**src/rtl/cpu_ctrl_pkg.sv**
```systemverilog
// Shared opcodes, state encoding and default widths for the CPU run/load sequencer.
package cpu_ctrl_pkg;

    localparam int ADDR_W_DEF = 8;
    localparam int DATA_W_DEF = 8;
    localparam int CNT_W_DEF  = 16;

    localparam logic [2:0] OP_NOP      = 3'd0;
    localparam logic [2:0] OP_SET_ADDR = 3'd1;
    localparam logic [2:0] OP_WRITE    = 3'd2;
    localparam logic [2:0] OP_RUN      = 3'd3;
    localparam logic [2:0] OP_STEP     = 3'd4;
    localparam logic [2:0] OP_HALT     = 3'd5;
    localparam logic [2:0] OP_CLR      = 3'd6;
    localparam logic [2:0] OP_RSVD     = 3'd7;

    typedef enum logic [1:0] {
        ST_IDLE = 2'd0,
        ST_RUN  = 2'd1,
        ST_STEP = 2'd2
    } state_e;

endpackage

```
**src/rtl/cpu_run_ctrl_if.sv**
```systemverilog
// Command, CPU-control and program-memory write signals of the run/load sequencer.
interface cpu_run_ctrl_if
    import cpu_ctrl_pkg::*;
#(
    parameter int ADDR_W = ADDR_W_DEF,
    parameter int DATA_W = DATA_W_DEF,
    parameter int CNT_W  = CNT_W_DEF
) ();

    logic              cmd_valid;
    logic              cmd_ready;
    logic [2:0]        cmd_op;
    logic [DATA_W-1:0] cmd_data;
    logic [ADDR_W-1:0] cpu_pc;
    logic              cpu_en;
    logic              cpu_clr;
    logic              mem_we;
    logic [ADDR_W-1:0] mem_waddr;
    logic [DATA_W-1:0] mem_wdata;
    logic              busy;
    logic              cmd_err;
    logic [CNT_W-1:0]  instr_cnt;
    logic              bp_hit;

    modport master (
        output cmd_valid, cmd_op, cmd_data, cpu_pc,
        input  cmd_ready, cpu_en, cpu_clr, mem_we, mem_waddr, mem_wdata,
               busy, cmd_err, instr_cnt, bp_hit
    );

    modport slave (
        input  cmd_valid, cmd_op, cmd_data, cpu_pc,
        output cmd_ready, cpu_en, cpu_clr, mem_we, mem_waddr, mem_wdata,
               busy, cmd_err, instr_cnt, bp_hit
    );

endinterface

```
**src/rtl/cpu_step_counter.sv**
```systemverilog
// Down-counter for single/multi-step: load n, decrement while stepping, flag the last step.
module cpu_step_counter #(
    parameter int W = 8
) (
    input  logic         clk,
    input  logic         rst_n,
    input  logic         i_load,
    input  logic [W-1:0] i_load_val,
    input  logic         i_dec,
    input  logic         i_clr,
    output logic         o_last
);

    logic [W-1:0] r_cnt;

    always_ff @(posedge clk or negedge rst_n) begin
        if (!rst_n) begin
            r_cnt <= '0;
        end else if (i_clr) begin
            r_cnt <= '0;
        end else if (i_load) begin
            r_cnt <= i_load_val;
        end else if (i_dec && (r_cnt != '0)) begin
            r_cnt <= r_cnt - W'(1);
        end
    end

    assign o_last = (r_cnt == W'(1));

endmodule

```
**src/rtl/cpu_run_ctrl.sv**
```systemverilog
// Run/load sequencer for the 8-bit accumulator CPU; breakpoint option: CPU_RUN_CTRL_BREAKPOINT_EN.
// state   | meaning
// ST_IDLE | CPU stalled, program memory writable
// ST_RUN  | free-running until HALT, CLR_CPU or breakpoint
// ST_STEP | CPU enabled for the loaded step count, then back to idle
module cpu_run_ctrl
    import cpu_ctrl_pkg::*;
#(
    parameter int ADDR_W = ADDR_W_DEF,
    parameter int DATA_W = DATA_W_DEF,
    parameter int CNT_W  = CNT_W_DEF
) (
    input logic           clk,
    input logic           rst_n,
    cpu_run_ctrl_if.slave bus
);

    state_e r_state, w_state_nxt;

    logic              w_acc, w_busy, w_cpu_en, w_bp_match, w_step_last;
    logic              w_run_ok, w_step_ok, w_write_ok, w_set_addr, w_reject, w_halt, w_clr;
    logic [ADDR_W-1:0] r_ptr, r_mem_waddr;
    logic [DATA_W-1:0] r_mem_wdata;
    logic              r_mem_we, r_cmd_err, r_cpu_clr;
    logic [CNT_W-1:0]  r_instr_cnt;

    assign bus.cmd_ready = 1'b1;
    assign w_acc  = bus.cmd_valid & bus.cmd_ready;
    assign w_busy = (r_state != ST_IDLE);

    assign w_set_addr = w_acc && (bus.cmd_op == OP_SET_ADDR);
    assign w_write_ok = w_acc && (bus.cmd_op == OP_WRITE) && !w_busy;
    assign w_run_ok   = w_acc && (bus.cmd_op == OP_RUN) && !w_busy;
    assign w_step_ok  = w_acc && (bus.cmd_op == OP_STEP) && !w_busy && (bus.cmd_data != '0);
    assign w_halt     = w_acc && (bus.cmd_op == OP_HALT);
    assign w_clr      = w_acc && (bus.cmd_op == OP_CLR);
    assign w_reject   = w_acc && w_busy &&
                        ((bus.cmd_op == OP_WRITE) || (bus.cmd_op == OP_RUN) || (bus.cmd_op == OP_STEP));

`ifdef CPU_RUN_CTRL_BREAKPOINT_EN
    logic [ADDR_W-1:0] r_bp_addr;
    logic              r_bp_hit;

    always_ff @(posedge clk or negedge rst_n) begin
        if (!rst_n) begin
            r_bp_addr <= '0;
            r_bp_hit  <= 1'b0;
        end else begin
            if (w_run_ok) begin
                r_bp_addr <= bus.cmd_data;
            end
            if (w_clr || w_run_ok) begin
                r_bp_hit <= 1'b0;
            end else if (w_bp_match) begin
                r_bp_hit <= 1'b1;
            end
        end
    end

    // The matching instruction must not retire, so the compare gates cpu_en in the same cycle.
    assign w_bp_match = (r_state == ST_RUN) && (bus.cpu_pc == r_bp_addr);
    assign bus.bp_hit = r_bp_hit;
`else
    logic w_unused_pc;
    assign w_unused_pc = ^bus.cpu_pc;
    assign w_bp_match  = 1'b0;
    assign bus.bp_hit  = 1'b0;
`endif

    cpu_step_counter #(.W(DATA_W)) u_step_cnt (
        .clk        (clk),
        .rst_n      (rst_n),
        .i_load     (w_step_ok),
        .i_load_val (bus.cmd_data),
        .i_dec      (r_state == ST_STEP),
        .i_clr      (w_clr | w_halt),
        .o_last     (w_step_last)
    );

    always_ff @(posedge clk or negedge rst_n) begin
        if (!rst_n) begin
            r_state <= ST_IDLE;
        end else begin
            r_state <= w_state_nxt;
        end
    end

    always_comb begin
        w_state_nxt = r_state;
        w_cpu_en    = 1'b0;
        case (r_state)
            ST_IDLE: begin
                if (w_run_ok) begin
                    w_state_nxt = ST_RUN;
                end else if (w_step_ok) begin
                    w_state_nxt = ST_STEP;
                end
            end
            ST_RUN: begin
                w_cpu_en = !w_bp_match;
                if (w_bp_match || w_halt) begin
                    w_state_nxt = ST_IDLE;
                end
            end
            ST_STEP: begin
                w_cpu_en = 1'b1;
                if (w_step_last || w_halt) begin
                    w_state_nxt = ST_IDLE;
                end
            end
            default: w_state_nxt = ST_IDLE;
        endcase
        if (w_clr) begin
            w_state_nxt = ST_IDLE;
        end
    end

    always_ff @(posedge clk or negedge rst_n) begin
        if (!rst_n) begin
            r_ptr       <= '0;
            r_mem_we    <= 1'b0;
            r_mem_waddr <= '0;
            r_mem_wdata <= '0;
            r_cmd_err   <= 1'b0;
            r_cpu_clr   <= 1'b0;
            r_instr_cnt <= '0;
        end else begin
            r_mem_we  <= w_write_ok;
            r_cmd_err <= w_reject;
            r_cpu_clr <= w_clr;
            if (w_write_ok) begin
                r_mem_waddr <= r_ptr;
                r_mem_wdata <= bus.cmd_data;
                r_ptr       <= r_ptr + ADDR_W'(1);
            end else if (w_set_addr) begin
                r_ptr <= bus.cmd_data;
            end
            if (w_clr) begin
                r_instr_cnt <= '0;
            end else if (w_cpu_en && (r_instr_cnt != {CNT_W{1'b1}})) begin
                r_instr_cnt <= r_instr_cnt + CNT_W'(1);
            end
        end
    end

    assign bus.cpu_en    = w_cpu_en;
    assign bus.cpu_clr   = r_cpu_clr;
    assign bus.mem_we    = r_mem_we;
    assign bus.mem_waddr = r_mem_waddr;
    assign bus.mem_wdata = r_mem_wdata;
    assign bus.busy      = w_busy;
    assign bus.cmd_err   = r_cmd_err;
    assign bus.instr_cnt = r_instr_cnt;

endmodule
```
**src/flat_wrapper.sv**
```systemverilog
// flat-port wrapper written by rule: the top's interface ports become plain ports
module cpu_run_ctrl_flat import cpu_ctrl_pkg::*;
#(
    parameter int ADDR_W = ADDR_W_DEF,
    parameter int DATA_W = DATA_W_DEF,
    parameter int CNT_W  = CNT_W_DEF
)
  (clk, rst_n, bus_cmd_valid, bus_cmd_op, bus_cmd_data, bus_cpu_pc, bus_cmd_ready, bus_cpu_en, bus_cpu_clr, bus_mem_we, bus_mem_waddr, bus_mem_wdata, bus_busy, bus_cmd_err, bus_instr_cnt, bus_bp_hit);
  cpu_run_ctrl_if #(.ADDR_W(ADDR_W), .DATA_W(DATA_W), .CNT_W(CNT_W)) bus_i ();
  input logic clk;
  input logic rst_n;
  input wire logic [$bits(bus_i.cmd_valid)-1:0] bus_cmd_valid;
  input wire logic [$bits(bus_i.cmd_op)-1:0] bus_cmd_op;
  input wire logic [$bits(bus_i.cmd_data)-1:0] bus_cmd_data;
  input wire logic [$bits(bus_i.cpu_pc)-1:0] bus_cpu_pc;
  output wire logic [$bits(bus_i.cmd_ready)-1:0] bus_cmd_ready;
  output wire logic [$bits(bus_i.cpu_en)-1:0] bus_cpu_en;
  output wire logic [$bits(bus_i.cpu_clr)-1:0] bus_cpu_clr;
  output wire logic [$bits(bus_i.mem_we)-1:0] bus_mem_we;
  output wire logic [$bits(bus_i.mem_waddr)-1:0] bus_mem_waddr;
  output wire logic [$bits(bus_i.mem_wdata)-1:0] bus_mem_wdata;
  output wire logic [$bits(bus_i.busy)-1:0] bus_busy;
  output wire logic [$bits(bus_i.cmd_err)-1:0] bus_cmd_err;
  output wire logic [$bits(bus_i.instr_cnt)-1:0] bus_instr_cnt;
  output wire logic [$bits(bus_i.bp_hit)-1:0] bus_bp_hit;
  assign bus_i.cmd_valid = bus_cmd_valid;
  assign bus_i.cmd_op = bus_cmd_op;
  assign bus_i.cmd_data = bus_cmd_data;
  assign bus_i.cpu_pc = bus_cpu_pc;
  assign bus_cmd_ready = bus_i.cmd_ready;
  assign bus_cpu_en = bus_i.cpu_en;
  assign bus_cpu_clr = bus_i.cpu_clr;
  assign bus_mem_we = bus_i.mem_we;
  assign bus_mem_waddr = bus_i.mem_waddr;
  assign bus_mem_wdata = bus_i.mem_wdata;
  assign bus_busy = bus_i.busy;
  assign bus_cmd_err = bus_i.cmd_err;
  assign bus_instr_cnt = bus_i.instr_cnt;
  assign bus_bp_hit = bus_i.bp_hit;
  cpu_run_ctrl #(.ADDR_W(ADDR_W), .DATA_W(DATA_W), .CNT_W(CNT_W)) u_core (.clk(clk), .rst_n(rst_n), .bus(bus_i));
endmodule
```
**config.mk**
```make
export PLATFORM = sky130hd
export DESIGN_NAME = cpu_run_ctrl_flat
export DESIGN_NICKNAME = d
export VERILOG_FILES = /design/src/rtl/cpu_ctrl_pkg.sv /design/src/rtl/cpu_run_ctrl_if.sv /design/src/rtl/cpu_step_counter.sv /design/src/rtl/cpu_run_ctrl.sv /design/src/flat_wrapper.sv
export SDC_FILE = /design/constraint.sdc
export NUM_CORES = 1
export LEC_CHECK = 0
export CAP_MARGIN = 20
export CORE_UTILIZATION = 30
export CTS_CLUSTER_SIZE = 40
export DETAILED_ROUTE_END_ITERATION = 12
export PLACE_DENSITY = 0.58
export SYNTH_ARGS = -nofsm -noshare
export SYNTH_HDL_FRONTEND = slang
export SYNTH_SLANG_ARGS = --single-unit
```
**constraint.sdc**
```tcl
create_clock -name clk -period 3.9 [get_ports clk]
set_input_delay 0.585 -clock clk [delete_from_list [all_inputs] [get_ports clk]]
set_output_delay 0.585 -clock clk [all_outputs]
set_load 0.01 [all_outputs]
```
# After elaboration in Yosys (flattened, before gate mapping)
# Cells that the tools add are included.
# word_totals
reg_bits	53
latch_bits	0
ram_bits	0
mem_bits_ro	0
inputBits	22
output_inout_bits	39
elab_cells	67
n_memories	0
# op_classes
addsub	3
n_mul	0
n_div	0
order_cmp	0
n_eq_ne	13
shifts	0
n_mux	14
bitwise	1
n_reduce_logical	27
# op_table
operator	n
8-bit 2-to-1 mux	5
16-bit 2-to-1 mux	2
16-bit by 1-bit adder with 16-bit output (second input constant)	1
16-bit inequality test (second input constant)	1
8-bit nonzero test	2
1-bit logical AND	14
2-bit 2-to-1 mux	5
3-bit == test (second input constant)	3
8-bit by 1-bit adder with 8-bit output (second input constant)	1
8-bit by 1-bit == test with 1-bit output (second input constant)	1
8-bit by 1-bit subtractor with 8-bit output (second input constant)	1
3-bit by 2-bit == test with 1-bit output (second input constant)	2
3-bit by 1-bit inequality test with 1-bit output (second input constant)	2
2-bit case mux with 3 select lines	1
2-bit nonzero test	3
4-bit by 2-bit inequality test with 1-bit output (second input constant)	1
3-bit by 1-bit == test with 1-bit output (second input constant)	1
1-bit logical OR	3
3-bit AND reduction	1
3-bit nonzero test	1
2-bit by 1-bit == test with 1-bit output (second input constant)	1
2-bit == test (second input constant)	1
2-bit zero test	1
2-bit OR reduction	1
other kinds (3)	3

# Logic depth before layout (Yosys ltp)
# logic_depth
ltp_word	8
mapped_depth	8
mapped_depth_nobuf	7

# By module
# From an unflattened synthesis, not the netlist that was laid out.
# hier_totals
cells_unflattened	323
area_unflattened_um2	2944.1
# by_module_without_submodules
mod	n_inst	cells_per_inst	area_per_inst_um2	seq_area_each_um2
cpu_run_ctrl	1	260	2378.5	1126.1
cpu_step_counter	1	63	565.5	200.2

# Least setup slack after synthesis
# No wires, ideal clock.
# synth_path
path_kind	register -> register
startpoint	reg u_core.r_state[0]
endpoint	reg u_core.r_instr_cnt[12] (netlist: u_core.bus.instr_cnt[12])
arrival_ns	1.580
path_slack_ns	2.199
path_stages_with_launch	7
n_path_buf	0
period_less_slack_ns	1.701
path_cell_list	dfrtp_1 inv_1 ha_1 nand3_1 nor4_1 xnor2_1 nor2_1
# synth_via
elab_chain_len	5
elab_cells_between_ends	6
classes_between	2 x eq/ne; 1 x mux; 3 x reduce/logical
# synth_rtl
item	line	rtl
start: declaration	cpu_run_ctrl.sv:18	state_e r_state, w_state_nxt;
start signal: assignment	cpu_run_ctrl.sv:84	r_state <= w_state_nxt;
2-bit == test / 2-bit by 1-bit == test with 1-bit output (equally long branches)	cpu_run_ctrl.sv:91	case (r_state)
2-bit OR reduction (no source line) *	-	
1-bit 2-to-1 mux *	cpu_run_ctrl.sv:91	
net bus_cpu_en	flat_wrapper.sv:17	output wire logic [$bits(bus_i.cpu_en)-1:0] bus_cpu_en;
1-bit logical AND *	cpu_run_ctrl.sv:140	end else if (w_cpu_en && (r_instr_cnt != {CNT_W{1'b1}})) begin
2-bit nonzero test (no source line) *	-	
end signal: assignment	cpu_run_ctrl.sv:141	r_instr_cnt <= r_instr_cnt + CNT_W'(1);
end: declaration	cpu_run_ctrl.sv:25	logic [CNT_W-1:0] r_instr_cnt;
# The timed path passes the listed nets; every way through them passes the cells marked *.
# A chain may end at the register's enable or synchronous reset.

# Worst setup path in the final report
# layout_path
startpoint	in bus_cmd_data[2]
endpoint	reg u_core.u_step_cnt.r_cnt[5]
# layout_via
elab_chain_len	4
elab_cells_between_ends	5
classes_between	2 x mux; 3 x reduce/logical
# layout_rtl
item	line	rtl
start: declaration	flat_wrapper.sv:14	input wire logic [$bits(bus_i.cmd_data)-1:0] bus_cmd_data;
8-bit nonzero test *	cpu_run_ctrl.sv:34	assign w_step_ok = w_acc && (bus.cmd_op == OP_STEP) && !w_busy && (bus.cmd_data != '0);
1-bit logical AND *	cpu_run_ctrl.sv:34	
8-bit 2-to-1 mux	cpu_step_counter.sv:21	end else if (i_load) begin
8-bit 2-to-1 mux	cpu_step_counter.sv:19	end else if (i_clr) begin
end signal: assignment	cpu_step_counter.sv:22	r_cnt <= i_load_val;
end signal: assignment	cpu_step_counter.sv:24	r_cnt <= r_cnt - W'(1);
end: declaration	cpu_step_counter.sv:14	logic [W-1:0] r_cnt;
# Every way passes the cells marked *; elsewhere a longest branch is shown, timed or not.

==> flow_metrics.env <==
export IMPL_status="finished clean"
export IMPL_syn_area_mm2=0.002806
export IMPL_chipHeight_um=98.72
export IMPL_gr_total_overflow=0
export IMPL_setup_viol=0
export IMPL_boundaryPins=61
export IMPL_start_util=0.3156
export IMPL_io_buffers=50
export IMPL_met1_usage=0.1907
export IMPL_clk_insertion_delay_late_ns=0.31
export IMPL_grt_pass1_wl_mm=11.03
export IMPL_rsz0062_at_grt="no"
export IMPL_report_final_slew_viol_count=0
export IMPL_drv_cap=0
export IMPL_clk_pin_slew_worst_paths_ns=0.10
export IMPL_drt_pass1_iter_count=4
export IMPL_crit_type="input pin to flop"
export IMPL_cts_buffers=5
export IMPL_wire_per_inst_um=14.01
export IMPL_grt_usage=0.1412
export IMPL_power_density_mw_per_mm2=582.3
export IMPL_ys_seq_area_frac=0.4726
export IMPL_vdd_ir_drop_worst_mv=0.2914
export IMPL_tritoncts="yes"
export IMPL_vias=2282
export IMPL_wl_mm=6.403
export IMPL_crit_path_start_kind="input pin"
export IMPL_synth_edf_count=0
export IMPL_met2_usage=0.2351
export IMPL_synth_seq_cells=53
export IMPL_grt_start_max_net_pins=31
export IMPL_route_antenna_remaining_nets=0
export IMPL_drive_gt1_frac=0.08023
export IMPL_ys_warn_count=0
export IMPL_synthFlopType="dfrtp_1"
export IMPL_grt_busiest_layer="met2"
export IMPL_post_cts_buffers=0
export IMPL_drc=0
export IMPL_synthToLayoutAreaGrowth_pct=25.37
export IMPL_synth_top_area_cell="dfrtp_1"
export IMPL_final_nets=377
export IMPL_num_rows=34
export IMPL_critPathMaxFanout=13
export IMPL_synth_top_cells_by_count="62 x nand2_1, 53 x dfrtp_1, 29 x nor2_1"
export IMPL_die_area_mm2=0.009746
export IMPL_worstPathRequired_ns=4.11
export IMPL_cts_sinks=53
export IMPL_report_final_hold_viol_count=0
export IMPL_ys_types=54
export IMPL_grt_met3_usage=0.02057
export IMPL_avgViaCountPerCell=4.993
export IMPL_p_leak_nw=1.545
export IMPL_relSlewSlack=0.4551
export IMPL_fmax_ghz=0.4093
export IMPL_antenna_found_initial=0
export IMPL_synth_async_reset_ratio=1.000
export IMPL_synthTopCellsByArea="dfrtp_1 47%, nand2_1 8.3%, xnor2_1 4.4%"
export IMPL_gp_congestion=0.8110
export IMPL_clock_skew_final_ns=0.01012
export IMPL_drt_iter0_markers=92
export IMPL_yosysTopAreaCellShare=0.4726
export IMPL_critPathLaunch="bus_cmd_data[2]"
export IMPL_hold_class="input pin to async pin"
export IMPL_finalCritPeriodShare=0.6264
export IMPL_postSynthCellCount=298
export IMPL_rr_startpoint="u_core.r_state[0]$_DFFE_PN0P_"
export IMPL_dp_hpwl_mm=4.723
export IMPL_cts_resized=0
export IMPL_antennaDiodeCount=0
export IMPL_holdBufCountCts=0
export IMPL_cts_path_max_buffers=2
export IMPL_coreArea_mm2=0.008891
export IMPL_synth_most_common_cell="nand2_1"
export IMPL_worst_pin_slew_ns=0.8119
export IMPL_cts_root_buffer_cell="clkbuf_8"
export IMPL_syn_nets=327
export IMPL_end_kind="flop"
export IMPL_die_w_um=98.72
export IMPL_critPathArrivalTime_ns=2.65
export IMPL_min_period_ns=2.443
export IMPL_h_tree_depth=2
export IMPL_syn_avg_cell_area_um2=9.418
export IMPL_setup_tns_ns=0
export IMPL_grt_pass1_vias=2265
export IMPL_fin_util=0.3957
==> final timing paths <==
| check | to | slack [ns] | cells past startpoint |
|---|---|---|---|
| setup / recovery | u_core.u_step_cnt.r_cnt[5]$_DFFE_PN0P_ | 1.46 | 6 |
| hold / removal | u_core.bus.mem_wdata[5]$_DFFE_PN0P_ | 0.25 | 1 |
| setup reg to reg | u_core.u_step_cnt.r_cnt[5]$_DFFE_PN0P_ | 1.81 | 6 |
| hold reg to reg | u_core.bus.mem_waddr[3]$_DFFE_PN0P_ | 0.48 | 2 |
| max in group asynchronous | u_core.bus.mem_wdata[6]$_DFFE_PN0P_ | 2.85 | 2 |
| min in group clk | u_core.bus.mem_waddr[3]$_DFFE_PN0P_ | 0.48 | 2 |
==> stage by stage <==
step / instance area (um^2) / total power (W) / cells / worst slack (ns) / hold WS, ns
floorplan: 2806 / 0.001311 / 298 / 2.199 / 0.2894
global placement: 3403 / 0.001673 / 449 / 1.170 / 0.4591
detailed placement: 3403 / 0.001685 / 449 / 1.114 / 0.4626
CTS: 3518 / 0.002074 / 457 / 1.454 / 0.2635
global route: 3518 / 0.002204 / 457 / 1.216 / 0.2862
finish: 3518 / 0.002049 / 457 / 1.457 / 0.2464
==> cell type report <==
class / instances / area (um^2)
fillers: 894 / 5373
multi-input cells: 225 / 1383
flip-flops and latches: 53 / 1326
repair buffers: 54 / 525.5
well taps: 108 / 135.1
clock buffers: 5 / 68.82
clock inverters: 3 / 46.29
inverters: 9 / 33.78
==> sequential cells by signal, summed over array words and instances (netlist names) <==
register / cells
u_core.bus.cmd_err: 1
u_core.bus.cpu_clr: 1
u_core.bus.instr_cnt: 16
u_core.bus.mem_waddr: 8
u_core.bus.mem_wdata: 8
u_core.bus.mem_we: 1
u_core.r_ptr: 8
u_core.r_state: 2
u_core.u_step_cnt.r_cnt: 8
==> where the power goes <==
part / internal (W) / leakage (nW) / total, W / switching (W)
registers: 0.000725 / 0.689 / 0.000894 / 0.000169
clock network: 0.000192 / 0.0543 / 0.000381 / 0.000189
logic: 0.000419 / 0.802 / 0.000773 / 0.000355
total: 0.00134 / 1.55 / 0.00205 / 0.000713
==> per-layer routing <==
layer	wire length, um	share of wire
met1	3175	0.50
met3	176	0.027
met5	0	0
met4	74	0.012
met2	2976	0.46
==> layout by cell type, fill, tap and decap left out, types with 3 or more instances in the layout <==
cell type,count
dfrtp_1,53
nand2_1,62
nor3_1,11
clkbuf_8,5
nor4_1,5
nor4b_1,3
nor3b_1,5
o21ai_0,7
a211oi_1,7
nor2_1,29
nand2b_1,3
buf_4,4
a21oi_1,6
clkdlybuf4s50_1,49
ha_1,7
inv_1,9
and3_1,9
xnor2_1,14
a221o_1,4
nand3_1,7
nand4_1,3
==> logic make-up after synthesis <==
family | synth area share
simple gates | 0.2885
buf+inv | 0.03477
fa+ha+maj | 0.03121
compound gates | 0.1092
flops | 0.4726
xor+xnor | 0.04994
other cells | 0.002676
mux | 0.01115
==> critical path, cell delays in order <==
cell,delay (ns)
clkdlybuf4s50_1,0.51
nor4_1,0.31
nand2_1,0.14
o21ai_1,0.66
nand2_1,0.13
a221oi_1,0.31
No activity file was read; power rests on OpenSTA's default activity.
